File: src/rtl/pipeline_pkg.sv
// Shared types and constants for the pipeline sequencer: state encoding,
// memory-op type coding and drain length default.
package pipeline_pkg;

  typedef enum logic [2:0] {
    ST_IDLE      = 3'd0,
    ST_RUN       = 3'd1,
    ST_WAIT_STEP = 3'd2,
    ST_STEP_EXEC = 3'd3,
    ST_DRAIN     = 3'd4,
    ST_HALTED    = 3'd5
  } state_t;

  localparam logic       MEM_TYPE_LOAD    = 1'b0;
  localparam logic [4:0] REG_ZERO         = 5'd0;
  localparam int         DRAIN_CYCLES_DEF = 3;

endpackage

File: src/rtl/pipeline_ctrl_if.sv
// Signal bundle between the pipeline sequencer and its surroundings
// (debug unit, ID/EX decode fields, pipeline register controls).
//
// Handshake: i_start and i_step are single-cycle pulses sampled on the rising
// clock edge; there is no back-pressure, a pulse arriving in a state that does
// not use it is dropped. All o_* controls are valid for the current cycle.
interface pipeline_ctrl_if
  import pipeline_pkg::*;
#(
  parameter int NBITS = 32
);
  logic             i_start;
  logic             i_mode_step;
  logic             i_step;
  logic             i_id_halt;
  logic [4:0]       i_id_rs;
  logic [4:0]       i_id_rt;
  logic             i_id_uses_rt;
  logic             i_ex_flg_mem_op;
  logic             i_ex_flg_mem_type;
  logic [4:0]       i_ex_rt;
  logic             i_ex_branch_taken;
  logic             i_ex_flg_jump;

  logic             o_pc_en;
  logic             o_if_id_en;
  logic             o_if_id_flush;
  logic             o_id_ex_en;
  logic             o_id_ex_flush;
  logic             o_ex_mem_en;
  logic             o_mem_wb_en;
  logic             o_stall;
  logic             o_running;
  logic             o_halted;
  logic [NBITS-1:0] o_cycle_cnt;
  state_t           o_state;

  modport master (
    output i_start, i_mode_step, i_step, i_id_halt, i_id_rs, i_id_rt,
           i_id_uses_rt, i_ex_flg_mem_op, i_ex_flg_mem_type, i_ex_rt,
           i_ex_branch_taken, i_ex_flg_jump,
    input  o_pc_en, o_if_id_en, o_if_id_flush, o_id_ex_en, o_id_ex_flush,
           o_ex_mem_en, o_mem_wb_en, o_stall, o_running, o_halted,
           o_cycle_cnt, o_state
  );

  modport slave (
    input  i_start, i_mode_step, i_step, i_id_halt, i_id_rs, i_id_rt,
           i_id_uses_rt, i_ex_flg_mem_op, i_ex_flg_mem_type, i_ex_rt,
           i_ex_branch_taken, i_ex_flg_jump,
    output o_pc_en, o_if_id_en, o_if_id_flush, o_id_ex_en, o_id_ex_flush,
           o_ex_mem_en, o_mem_wb_en, o_stall, o_running, o_halted,
           o_cycle_cnt, o_state
  );
endinterface

File: src/rtl/pipeline_ctrl_hazard_detect.sv
// Combinational hazard equations: load-use dependency between EX and ID,
// and control-flow redirect (taken branch or jump resolved in EX).
module hazard_detect
  import pipeline_pkg::*;
(
  input  logic       ex_flg_mem_op,
  input  logic       ex_flg_mem_type,
  input  logic [4:0] ex_rt,
  input  logic [4:0] id_rs,
  input  logic [4:0] id_rt,
  input  logic       id_uses_rt,
  input  logic       ex_branch_taken,
  input  logic       ex_flg_jump,
  output logic       ld,
  output logic       flush
);
  // $zero never carries a real dependency, so a load into it never stalls.
  assign ld = ex_flg_mem_op
            & (ex_flg_mem_type == MEM_TYPE_LOAD)
            & (ex_rt != REG_ZERO)
            & ((ex_rt == id_rs) | (id_uses_rt & (ex_rt == id_rt)));

  assign flush = ex_branch_taken | ex_flg_jump;
endmodule

File: src/rtl/pipeline_ctrl.sv
// Pipeline sequencer: run/step FSM, per-stage enable/flush generation,
// HALT drain and advancing-cycle counter.
module pipeline_ctrl
  import pipeline_pkg::*;
#(
  parameter int NBITS        = 32,
  parameter int DRAIN_CYCLES = DRAIN_CYCLES_DEF
)(
  input  logic           i_clk,
  input  logic           i_rst,
  pipeline_ctrl_if.slave bus
);
  localparam logic [1:0] DRAIN_LOAD = 2'(DRAIN_CYCLES - 1);

  state_t           state, state_n;
  logic             step_mode, step_mode_n;
  logic [1:0]       drain_cnt, drain_cnt_n;
  logic [NBITS-1:0] cycle_cnt;
  logic             ld, flush, adv, halt_take;

  hazard_detect u_hazard (
    .ex_flg_mem_op   (bus.i_ex_flg_mem_op),
    .ex_flg_mem_type (bus.i_ex_flg_mem_type),
    .ex_rt           (bus.i_ex_rt),
    .id_rs           (bus.i_id_rs),
    .id_rt           (bus.i_id_rt),
    .id_uses_rt      (bus.i_id_uses_rt),
    .ex_branch_taken (bus.i_ex_branch_taken),
    .ex_flg_jump     (bus.i_ex_flg_jump),
    .ld              (ld),
    .flush           (flush)
  );

  always_ff @(posedge i_clk or negedge i_rst) begin
    if (!i_rst) begin
      state     <= ST_IDLE;
      step_mode <= 1'b0;
      drain_cnt <= 2'd0;
      cycle_cnt <= '0;
    end else begin
      state     <= state_n;
      step_mode <= step_mode_n;
      drain_cnt <= drain_cnt_n;
      if (adv) cycle_cnt <= cycle_cnt + 1'b1;
    end
  end

  always_comb begin
    adv = 1'b0;
    case (state)
      ST_RUN, ST_STEP_EXEC: adv = 1'b1;
      ST_DRAIN:             adv = !step_mode | bus.i_step;
      default:              adv = 1'b0;
    endcase
    // A HALT behind a redirect is a wrong-path instruction; behind a stall it
    // simply waits in ID and is looked at again next cycle.
    halt_take = adv & bus.i_id_halt & !ld & !flush & (state != ST_DRAIN);

    bus.o_pc_en       = 1'b0;
    bus.o_if_id_en    = 1'b0;
    bus.o_if_id_flush = 1'b0;
    bus.o_id_ex_en    = 1'b0;
    bus.o_id_ex_flush = 1'b0;
    bus.o_ex_mem_en   = 1'b0;
    bus.o_mem_wb_en   = 1'b0;
    bus.o_stall       = 1'b0;
    if (adv) begin
      bus.o_pc_en     = 1'b1;
      bus.o_if_id_en  = 1'b1;
      bus.o_id_ex_en  = 1'b1;
      bus.o_ex_mem_en = 1'b1;
      bus.o_mem_wb_en = 1'b1;
      if (state == ST_DRAIN) begin
        bus.o_pc_en       = 1'b0;
        bus.o_if_id_flush = 1'b1;
      end else if (flush) begin
        // PC has already been redirected by EX, so fetch keeps going.
        bus.o_if_id_flush = 1'b1;
        bus.o_id_ex_flush = 1'b1;
      end else if (ld) begin
        bus.o_stall       = 1'b1;
        bus.o_pc_en       = 1'b0;
        bus.o_if_id_en    = 1'b0;
        bus.o_id_ex_flush = 1'b1;
      end else if (halt_take) begin
        bus.o_pc_en       = 1'b0;
        bus.o_if_id_flush = 1'b1;
      end
    end
  end

  always_comb begin
    state_n     = state;
    step_mode_n = step_mode;
    drain_cnt_n = drain_cnt;
    case (state)
      ST_IDLE: begin
        if (bus.i_start) begin
          step_mode_n = bus.i_mode_step;
          state_n     = bus.i_mode_step ? ST_WAIT_STEP : ST_RUN;
        end
      end
      ST_RUN: begin
        if (halt_take) begin
          state_n     = ST_DRAIN;
          drain_cnt_n = DRAIN_LOAD;
        end
      end
      ST_WAIT_STEP: begin
        if (bus.i_step) state_n = ST_STEP_EXEC;
      end
      ST_STEP_EXEC: begin
        if (halt_take) begin
          state_n     = ST_DRAIN;
          drain_cnt_n = DRAIN_LOAD;
        end else begin
          state_n = ST_WAIT_STEP;
        end
      end
      ST_DRAIN: begin
        if (adv) begin
          if (drain_cnt == 2'd0) state_n = ST_HALTED;
          else                   drain_cnt_n = drain_cnt - 2'd1;
        end
      end
      ST_HALTED: state_n = ST_HALTED;
      default:   state_n = ST_IDLE;
    endcase
  end

  assign bus.o_running   = (state == ST_RUN) | (state == ST_STEP_EXEC) |
                           (state == ST_DRAIN);
  assign bus.o_halted    = (state == ST_HALTED);
  assign bus.o_cycle_cnt = cycle_cnt;
  assign bus.o_state     = state;
endmodule
File: src/flat_wrapper.sv
// flat-port wrapper written by rule: the top's interface ports become plain ports
module pipeline_ctrl_flat import pipeline_pkg::*;
#(
  parameter int NBITS        = 32,
  parameter int DRAIN_CYCLES = DRAIN_CYCLES_DEF
)
  (i_clk, i_rst, bus_i_start, bus_i_mode_step, bus_i_step, bus_i_id_halt, bus_i_id_rs, bus_i_id_rt, bus_i_id_uses_rt, bus_i_ex_flg_mem_op, bus_i_ex_flg_mem_type, bus_i_ex_rt, bus_i_ex_branch_taken, bus_i_ex_flg_jump, bus_o_pc_en, bus_o_if_id_en, bus_o_if_id_flush, bus_o_id_ex_en, bus_o_id_ex_flush, bus_o_ex_mem_en, bus_o_mem_wb_en, bus_o_stall, bus_o_running, bus_o_halted, bus_o_cycle_cnt, bus_o_state);
  pipeline_ctrl_if #(.NBITS(NBITS)) bus_i ();
  input  logic i_clk;
  input  logic i_rst;
  input wire logic [$bits(bus_i.i_start)-1:0] bus_i_start;
  input wire logic [$bits(bus_i.i_mode_step)-1:0] bus_i_mode_step;
  input wire logic [$bits(bus_i.i_step)-1:0] bus_i_step;
  input wire logic [$bits(bus_i.i_id_halt)-1:0] bus_i_id_halt;
  input wire logic [$bits(bus_i.i_id_rs)-1:0] bus_i_id_rs;
  input wire logic [$bits(bus_i.i_id_rt)-1:0] bus_i_id_rt;
  input wire logic [$bits(bus_i.i_id_uses_rt)-1:0] bus_i_id_uses_rt;
  input wire logic [$bits(bus_i.i_ex_flg_mem_op)-1:0] bus_i_ex_flg_mem_op;
  input wire logic [$bits(bus_i.i_ex_flg_mem_type)-1:0] bus_i_ex_flg_mem_type;
  input wire logic [$bits(bus_i.i_ex_rt)-1:0] bus_i_ex_rt;
  input wire logic [$bits(bus_i.i_ex_branch_taken)-1:0] bus_i_ex_branch_taken;
  input wire logic [$bits(bus_i.i_ex_flg_jump)-1:0] bus_i_ex_flg_jump;
  output wire logic [$bits(bus_i.o_pc_en)-1:0] bus_o_pc_en;
  output wire logic [$bits(bus_i.o_if_id_en)-1:0] bus_o_if_id_en;
  output wire logic [$bits(bus_i.o_if_id_flush)-1:0] bus_o_if_id_flush;
  output wire logic [$bits(bus_i.o_id_ex_en)-1:0] bus_o_id_ex_en;
  output wire logic [$bits(bus_i.o_id_ex_flush)-1:0] bus_o_id_ex_flush;
  output wire logic [$bits(bus_i.o_ex_mem_en)-1:0] bus_o_ex_mem_en;
  output wire logic [$bits(bus_i.o_mem_wb_en)-1:0] bus_o_mem_wb_en;
  output wire logic [$bits(bus_i.o_stall)-1:0] bus_o_stall;
  output wire logic [$bits(bus_i.o_running)-1:0] bus_o_running;
  output wire logic [$bits(bus_i.o_halted)-1:0] bus_o_halted;
  output wire logic [$bits(bus_i.o_cycle_cnt)-1:0] bus_o_cycle_cnt;
  output wire logic [$bits(bus_i.o_state)-1:0] bus_o_state;
  assign bus_i.i_start = bus_i_start;
  assign bus_i.i_mode_step = bus_i_mode_step;
  assign bus_i.i_step = bus_i_step;
  assign bus_i.i_id_halt = bus_i_id_halt;
  assign bus_i.i_id_rs = bus_i_id_rs;
  assign bus_i.i_id_rt = bus_i_id_rt;
  assign bus_i.i_id_uses_rt = bus_i_id_uses_rt;
  assign bus_i.i_ex_flg_mem_op = bus_i_ex_flg_mem_op;
  assign bus_i.i_ex_flg_mem_type = bus_i_ex_flg_mem_type;
  assign bus_i.i_ex_rt = bus_i_ex_rt;
  assign bus_i.i_ex_branch_taken = bus_i_ex_branch_taken;
  assign bus_i.i_ex_flg_jump = bus_i_ex_flg_jump;
  assign bus_o_pc_en = bus_i.o_pc_en;
  assign bus_o_if_id_en = bus_i.o_if_id_en;
  assign bus_o_if_id_flush = bus_i.o_if_id_flush;
  assign bus_o_id_ex_en = bus_i.o_id_ex_en;
  assign bus_o_id_ex_flush = bus_i.o_id_ex_flush;
  assign bus_o_ex_mem_en = bus_i.o_ex_mem_en;
  assign bus_o_mem_wb_en = bus_i.o_mem_wb_en;
  assign bus_o_stall = bus_i.o_stall;
  assign bus_o_running = bus_i.o_running;
  assign bus_o_halted = bus_i.o_halted;
  assign bus_o_cycle_cnt = bus_i.o_cycle_cnt;
  assign bus_o_state = bus_i.o_state;
  pipeline_ctrl #(.NBITS(NBITS), .DRAIN_CYCLES(DRAIN_CYCLES)) u_core (.i_clk(i_clk), .i_rst(i_rst), .bus(bus_i));
endmodule
File: config.mk
export PLATFORM = sky130hd
export DESIGN_NAME = pipeline_ctrl_flat
export DESIGN_NICKNAME = d
export VERILOG_FILES = /design/src/rtl/pipeline_pkg.sv /design/src/rtl/pipeline_ctrl_if.sv /design/src/rtl/pipeline_ctrl_hazard_detect.sv /design/src/rtl/pipeline_ctrl.sv /design/src/flat_wrapper.sv
export SDC_FILE = /design/constraint.sdc
export NUM_CORES = 1
export LEC_CHECK = 0
export ABC_CLOCK_PERIOD_IN_PS = 1800
export CAP_MARGIN = 40
export CORE_MARGIN = 5
export CORE_UTILIZATION = 41
export DETAILED_ROUTE_END_ITERATION = 6
export HOLD_SLACK_MARGIN = 0.1
export PLACE_DENSITY_LB_ADDON = 0.05
export SLEW_MARGIN = 20
export SYNTH_ARGS = -nofsm -noshare
export SYNTH_HDL_FRONTEND = slang
export SYNTH_HIERARCHICAL = 1
export SYNTH_SLANG_ARGS = --single-unit
File: constraint.sdc
create_clock -name i_clk -period 1.8 [get_ports i_clk]
set_clock_uncertainty 0.05 [all_clocks]
set_input_delay 0.36 -clock i_clk [delete_from_list [all_inputs] [get_ports i_clk]]
set_output_delay 0.36 -clock i_clk [all_outputs]
set_load 0.05 [all_outputs]
Yosys cells after proc, flatten, opt, wreduce, memory -nomap -nowiden
Cells that the tools add are included.
Widths: inputs -> output; s select.
{"block": "totals", "latchBits": 0, "inputBits": 26, "memories": 0, "ram_bits": 0, "rom_bits": 0, "reg_bits": 38}
{"block": "classes", "n_div": 0, "mux": 35, "n_lt_le_gt_ge": 0, "shift": 0, "bitwise_logic": 14, "eq_ne": 15, "addsub": 2, "multipliers": 0, "n_reduce_logical": 11}
{"operator": "$add 32x1->32 const B", "count": 1}
{"operator": "$mux 1", "count": 22}
{"operator": "$mux 3", "count": 6}
{"operator": "$pmux 3 s6", "count": 1}
{"operator": "$eq 5x5->1", "count": 2}
{"operator": "$and 1x1->1", "count": 8}
{"operator": "$mux 2", "count": 4}
{"operator": "$ne 2x2->1 const B", "count": 4}
{"operator": "$eq 3x2->1 const B", "count": 2}
{"operator": "$eq 3x3->1 const B", "count": 2}
{"operator": "$ne 2x1->1 const B", "count": 3}
{"operator": "$or 1x1->1", "count": 5}
{"operator": "$reduce_and 5->1", "count": 1}
{"operator": "$reduce_bool 5->1", "count": 1}
{"operator": "$pmux 2 s2", "count": 1}
{"operator": "$reduce_and 4->1", "count": 1}
{"operator": "$eq 3x1->1 const B", "count": 1}
{"operator": "$logic_not 1->1", "count": 3}
{"operator": "$logic_not 3->1", "count": 1}
{"operator": "$ne 3x3->1 const B", "count": 1}
{"operator": "$logic_not 2->1", "count": 1}
{"operator": "$pmux 1 s2", "count": 1}
{"operator": "$reduce_and 2->1", "count": 1}
{"operator": "$reduce_bool 2->1", "count": 1}
{"operator": "other kinds (3)", "count": 3}

Longest topological paths before layout
{"block": "logic_depth", "ltp_word": 13, "depth_mapped": 9, "ltp_nobuf": 9}

Hierarchy
The synthesis kept the hierarchy.
{"module": "pipeline_ctrl", "cells_each": 186, "instances": 1, "seq_area_each_um2": 950.9, "area_each_um2": 1945.6}
{"module": "hazard_detect", "cells_each": 19, "instances": 1, "seq_area_each_um2": 0.0, "area_each_um2": 145.1}

Worst setup path after synthesis
Ideal clock, no wire load.
{"block": "synth_timing", "kind": "register to output", "start": "register u_core.state[1], in the netlist u_core/bus.o_state[1]", "end": "output port bus_o_if_id_flush", "path_slack_ns": -1.384, "path_stages_with_launch": 6, "path_buffers": 2, "arrival_time_ns": 2.774, "t_required_ns": 1.390, "cell_sequence": "dfrtp_1 buf_4 or3b_4 o21ai_2 buf_6 a21boi_0"}
{"block": "synth_between", "elab_chain_len": 12}
{"item": "start: declaration", "line_no": "pipeline_ctrl.sv:15", "text": "state_t state, state_n;"}
{"item": "start signal: assignment", "line_no": "pipeline_ctrl.sv:41", "text": "state <= state_n;"}
{"item": "$eq 3x2->1 or $eq 3x1->1 (tied branches)", "line_no": "pipeline_ctrl.sv:50", "text": "case (state)"}
{"item": "$reduce_or 2->1 (no line)"}
{"item": "$pmux 1 s2", "line_no": "pipeline_ctrl.sv:50"}
{"item": "$and 1x1->1 (4 in series)", "line_no": "pipeline_ctrl.sv:57", "text": "halt_take = adv & bus.i_id_halt & !ld & !flush & (state != ST_DRAIN);"}
{"item": "$mux 1", "line_no": "pipeline_ctrl.sv:85", "text": "end else if (halt_take) begin"}
{"item": "$mux 1", "line_no": "pipeline_ctrl.sv:80", "text": "end else if (ld) begin"}
{"item": "$mux 1", "line_no": "pipeline_ctrl.sv:76", "text": "end else if (flush) begin"}
{"item": "$mux 1", "line_no": "pipeline_ctrl.sv:73", "text": "if (state == ST_DRAIN) begin"}
{"item": "$mux 1 *", "line_no": "pipeline_ctrl.sv:67", "text": "if (adv) begin"}
{"item": "end: declaration", "line_no": "flat_wrapper.sv:25", "text": "output wire logic [$bits(bus_i.o_if_id_flush)-1:0] bus_o_if_id_flush;"}
Mark *: on every way between the ends. The rest lies on a longest branch, timed or not.

Worst setup path in the final report
{"block": "layout_timing", "start": "input port bus_i_id_rt[2]", "end": "output port bus_o_if_id_en"}
{"block": "layout_between", "elab_chain_len": 8}
{"item": "start: declaration", "line_no": "flat_wrapper.sv:16", "text": "input wire logic [$bits(bus_i.i_id_rt)-1:0] bus_i_id_rt;"}
{"item": "$eq 5x5->1", "line_no": "pipeline_ctrl_hazard_detect.sv:21", "text": "& ((ex_rt == id_rs) | (id_uses_rt & (ex_rt == id_rt)));"}
{"item": "$and 1x1->1", "line_no": "pipeline_ctrl_hazard_detect.sv:21"}
{"item": "$or 1x1->1", "line_no": "pipeline_ctrl_hazard_detect.sv:21"}
{"item": "$and 1x1->1", "line_no": "pipeline_ctrl_hazard_detect.sv:21"}
{"item": "named net u_core.ld", "line_no": "pipeline_ctrl.sv:19", "text": "logic ld, flush, adv, halt_take;"}
{"item": "$mux 1", "line_no": "pipeline_ctrl.sv:80"}
{"item": "$mux 1", "line_no": "pipeline_ctrl.sv:76"}
{"item": "$mux 1", "line_no": "pipeline_ctrl.sv:73"}
{"item": "$mux 1", "line_no": "pipeline_ctrl.sv:67"}
{"item": "end: declaration", "line_no": "flat_wrapper.sv:24", "text": "output wire logic [$bits(bus_i.o_if_id_en)-1:0] bus_o_if_id_en;"}
The timed path passes the listed nets, and every way through them passes these cells.

==> impl_metrics.csv <==
group,metric,value,unit
pwr,p_comb_share,62.2,%
worst_setup_path,crit_slowest_cell,"o31a_4",
sta,fmax,459,MHz
route,top_layer,"met4",
sta,period_needed,2.18,ns
logic_synthesis,synthCells,205,
worst_setup_path,crit_fanout,3,
route,drtPass1Iterations,4,
pwr,p_int,2.66,mW
global_route,grt_max_degree,22,
clock_tree,clock-root-buffer,"clkbuf_8",
global_route,grt_pass1_wl,8800,µm
sta,fin_setup_tns,-4.72,ns
die,coreArea,5040,µm²
sta,slew_headroom,72.2,%
route,drtIter0Drc,31,
finish,final_common_cell,"buf_4",
route,wire_per_inst,13.8,µm
route,met1_length,2250,µm
route,via_per_inst,4.84,
pwr,p_leak,1.65,nW
worst_setup_path,crit_family,"compound AO/OA/AOI/OAI gates",
worst_hold_path,hold_class,"reg -> reg",
die,die_x,81.4,µm
sta,worst_slew_pin_slew,0.417,ns
job,cap_violations,0,
pwr,seqPwrFrac,24.6,%
pwr,power.clock.fraction,13.2,%
route,vias,1877,
die,num_rows,26,
logic_synthesis,ys_dominant_reg_cell,"dfrtp_1",
route,wl_met3,466,µm
sta,slew_violations,0,
sta,finalHoldViolCount,0,
global_route,antenna_found_initial,0,
route,drc,0,
pwr,powerDensity,1260,nW/µm²
route,ant_nets,0,
sta,setup_viol,28,
global_route,overflow,0,
logic_synthesis,syn_area,2090,µm²
worst_setup_path,cp_data_arrival_time,1.77,ns
worst_setup_path,crit_chain,"buf_6 > xor2_2 > nor4_2 > nand3_1 > a21oi_2 > inv_2 > o31a_4 > buf_8",
sta,fin_ws,-0.378,ns
clock_tree,clock_latency,0.29,ns
worst_setup_path,path_buf_inv,3,
place,gp_congestion,0.772,
clock_tree,clock_path_buffers,2,
worst_setup_path,worstSetupStartpointType,"input pin",
logic_synthesis,ys.warnings.count,6,
logic_synthesis,synthDistinctLibCells,44,
finish,utilization,71.7,%
finish,final_cell_mix,"buf_4 (58), dfrtp_1 (30), xnor2_1 (20)",
finish,finalNetCount,345,
route,wl,5350,µm
die,ios,71,
outcome,status,"complete, but fails checks",
pwr,switching_share,41.6,%
logic_synthesis,synth_area_per_cell,10.2,µm²
finish,diodes,0,
clock_tree,path_clk_slew,0.07,ns
sta,rsz0062_at_grt,"yes",
global_route,grt_pass1_vias,1919,
place,dp_slack,-0.768,ns
logic_synthesis,seq_area_frac_synth,45.5,%
finish,area_growth,72.9,%
pwr,power,4.55,mW
logic_synthesis,synth-async-reset-ratio,100,%
logic_synthesis,synth_edf_count,0,
place,port_buffers,70,
clock_tree,cts_tree,"done",
clock_tree,cts_sinks,38,
finish,drive_above_1_share,53.8,%
die,initial_core_util,41.5,%
pwr,vdd_drop_max,906,µV
worst_setup_path,end_kind,"primary output",
logic_synthesis,ys_ff_latch,38,
sta,finalCritPeriodShare,121,%
sta,holdWs,0.415,ns
route,wl_met2,2580,µm
worst_setup_path,required,1.39,ns
worst_setup_path,critical_path_class,"in -> out",
outcome,violations,"setup timing",
pwr,p_switching,1.89,mW
clock_tree,cts_buffers,5,
die,die_area,6630,µm²
place,dp_hpwl,3960,µm
clock_tree,ctsHtreeMaxLevel,2,
logic_synthesis,syn-num-nets,233,
global_route,track_usage,17.0,%
worst_setup_path,cp_slowest_stage_delay,0.35,ns
die,die_h,81.4,µm
==> power by group through the flow <==
stage	clock network, mW	registers (mW)	logic (mW)
3_3_place_gp	0	1.13	2.52
4_1_cts	0.618	1.11	2.69
6_report	0.599	1.12	2.83
3_5_place_dp	0	1.13	2.53
5_1_grt	0.654	1.14	2.98
2_1_floorplan	0	1.44	1.08
==> cells in the mapped netlist, types with 2 or more instances <==
cell      number  area (µm²)
nor3b_1        2        15.0
nor3_2         2        20.0
and4_1         3        26.3
or2_2          2        12.5
mux2_2         2        22.5
dfrtp_1       38         951
nor2_2         3        18.8
nand2b_1       3        18.8
ha_1           2        25.0
nand3_2        2        20.0
nand3_1       17        85.1
a21oi_1        7        35.0
nor2_1        14        52.6
o21ai_0        4        20.0
buf_4          4        30.0
nor2b_1        2        12.5
xnor2_1       24         210
nand4_1        8        50.1
nand2_1       14        52.6
xor2_1        17         149
nor3_1         5        25.0
inv_1          6        22.5
and3_1         3        18.8
==> kinds of logic after synthesis <==
family                   after synthesis  share of synthesized area, %
AND/OR/NAND/NOR                       90                          25.6
adder cells (fa/ha/maj)                2                          1.20
AO/OA/AOI/OAI                         19                          5.69
multiplexers                           3                          1.56
XOR/XNOR                              41                          17.2
buffers and inverters                 12                          3.29
flip-flops                            38                          45.5
==> layout make-up <==
class	count	area, µm²
Multi-Input combinational cell	155	1340
Inverter	6	22.5
Fill cell	387	1430
Tap cell	70	87.6
Clock inverter	2	12.5
Timing Repair Buffer	111	1110
Clock buffer	6	82.6
Sequential cell	38	961
==> final timing paths <==
path | from | to | slack [ns] | cells after the start
min in group asynchronous | i_rst | u_core/drain_cnt[0] | 0.49 | 2
max in group asynchronous | i_rst | u_core/bus.o_cycle_cnt[11] | 0.59 | 3
min reg2reg | u_core/bus.o_cycle_cnt[31] | u_core/bus.o_cycle_cnt[31] | 0.41 | 1
max | bus_i_id_rt[2] | bus_o_if_id_en | -0.38 | 8
min | u_core/bus.o_cycle_cnt[31] | u_core/bus.o_cycle_cnt[31] | 0.41 | 1
max reg2reg | u_core/bus.o_state[0] | u_core/bus.o_cycle_cnt[28] | -0.17 | 8
==> flip-flops by register name, summed over array words and instances (netlist names) <==
register and flops:
u_core/bus.o_state 3, u_core/drain_cnt 2, u_core/step_mode 1, u_core/bus.o_cycle_cnt 32
==> through the flow <==
step                cell area (µm²)  std cells
floorplan                      2200        205
global placement               3250        374
detailed placement             3250        374
CTS                            3500        388
global route                   3610        388
finish                         3610        388
==> repair_timing <==
item                                   in CTS  in global routing
pin swaps                                  24                 22
setup endpoints to repair                  22                 40
hold buffers                                1                  0
setup buffers                               6                  2
resized for setup                          73                 37
endpoints found under the hold margin      17                  0
==> routing by layer <==
layer  GRT usage (%)  vias to the layer above
met2            28.1                       59
met4            4.56                        0
met3            6.03                        5
li1                -                      931
met1            21.1                      882
met5               0                        -
==> worst reg2reg max path, cell delays in order, from the launching register on <==
cell and delay (ns):
dfrtp_2 0.40, or3b_4 0.43, o21ai_4 0.25, buf_12 0.15, buf_8 0.10, buf_12 0.10, nand4_4 0.14, nor2_2 0.14
xor2_1 0.15
(Power assumes the default switching activity.)
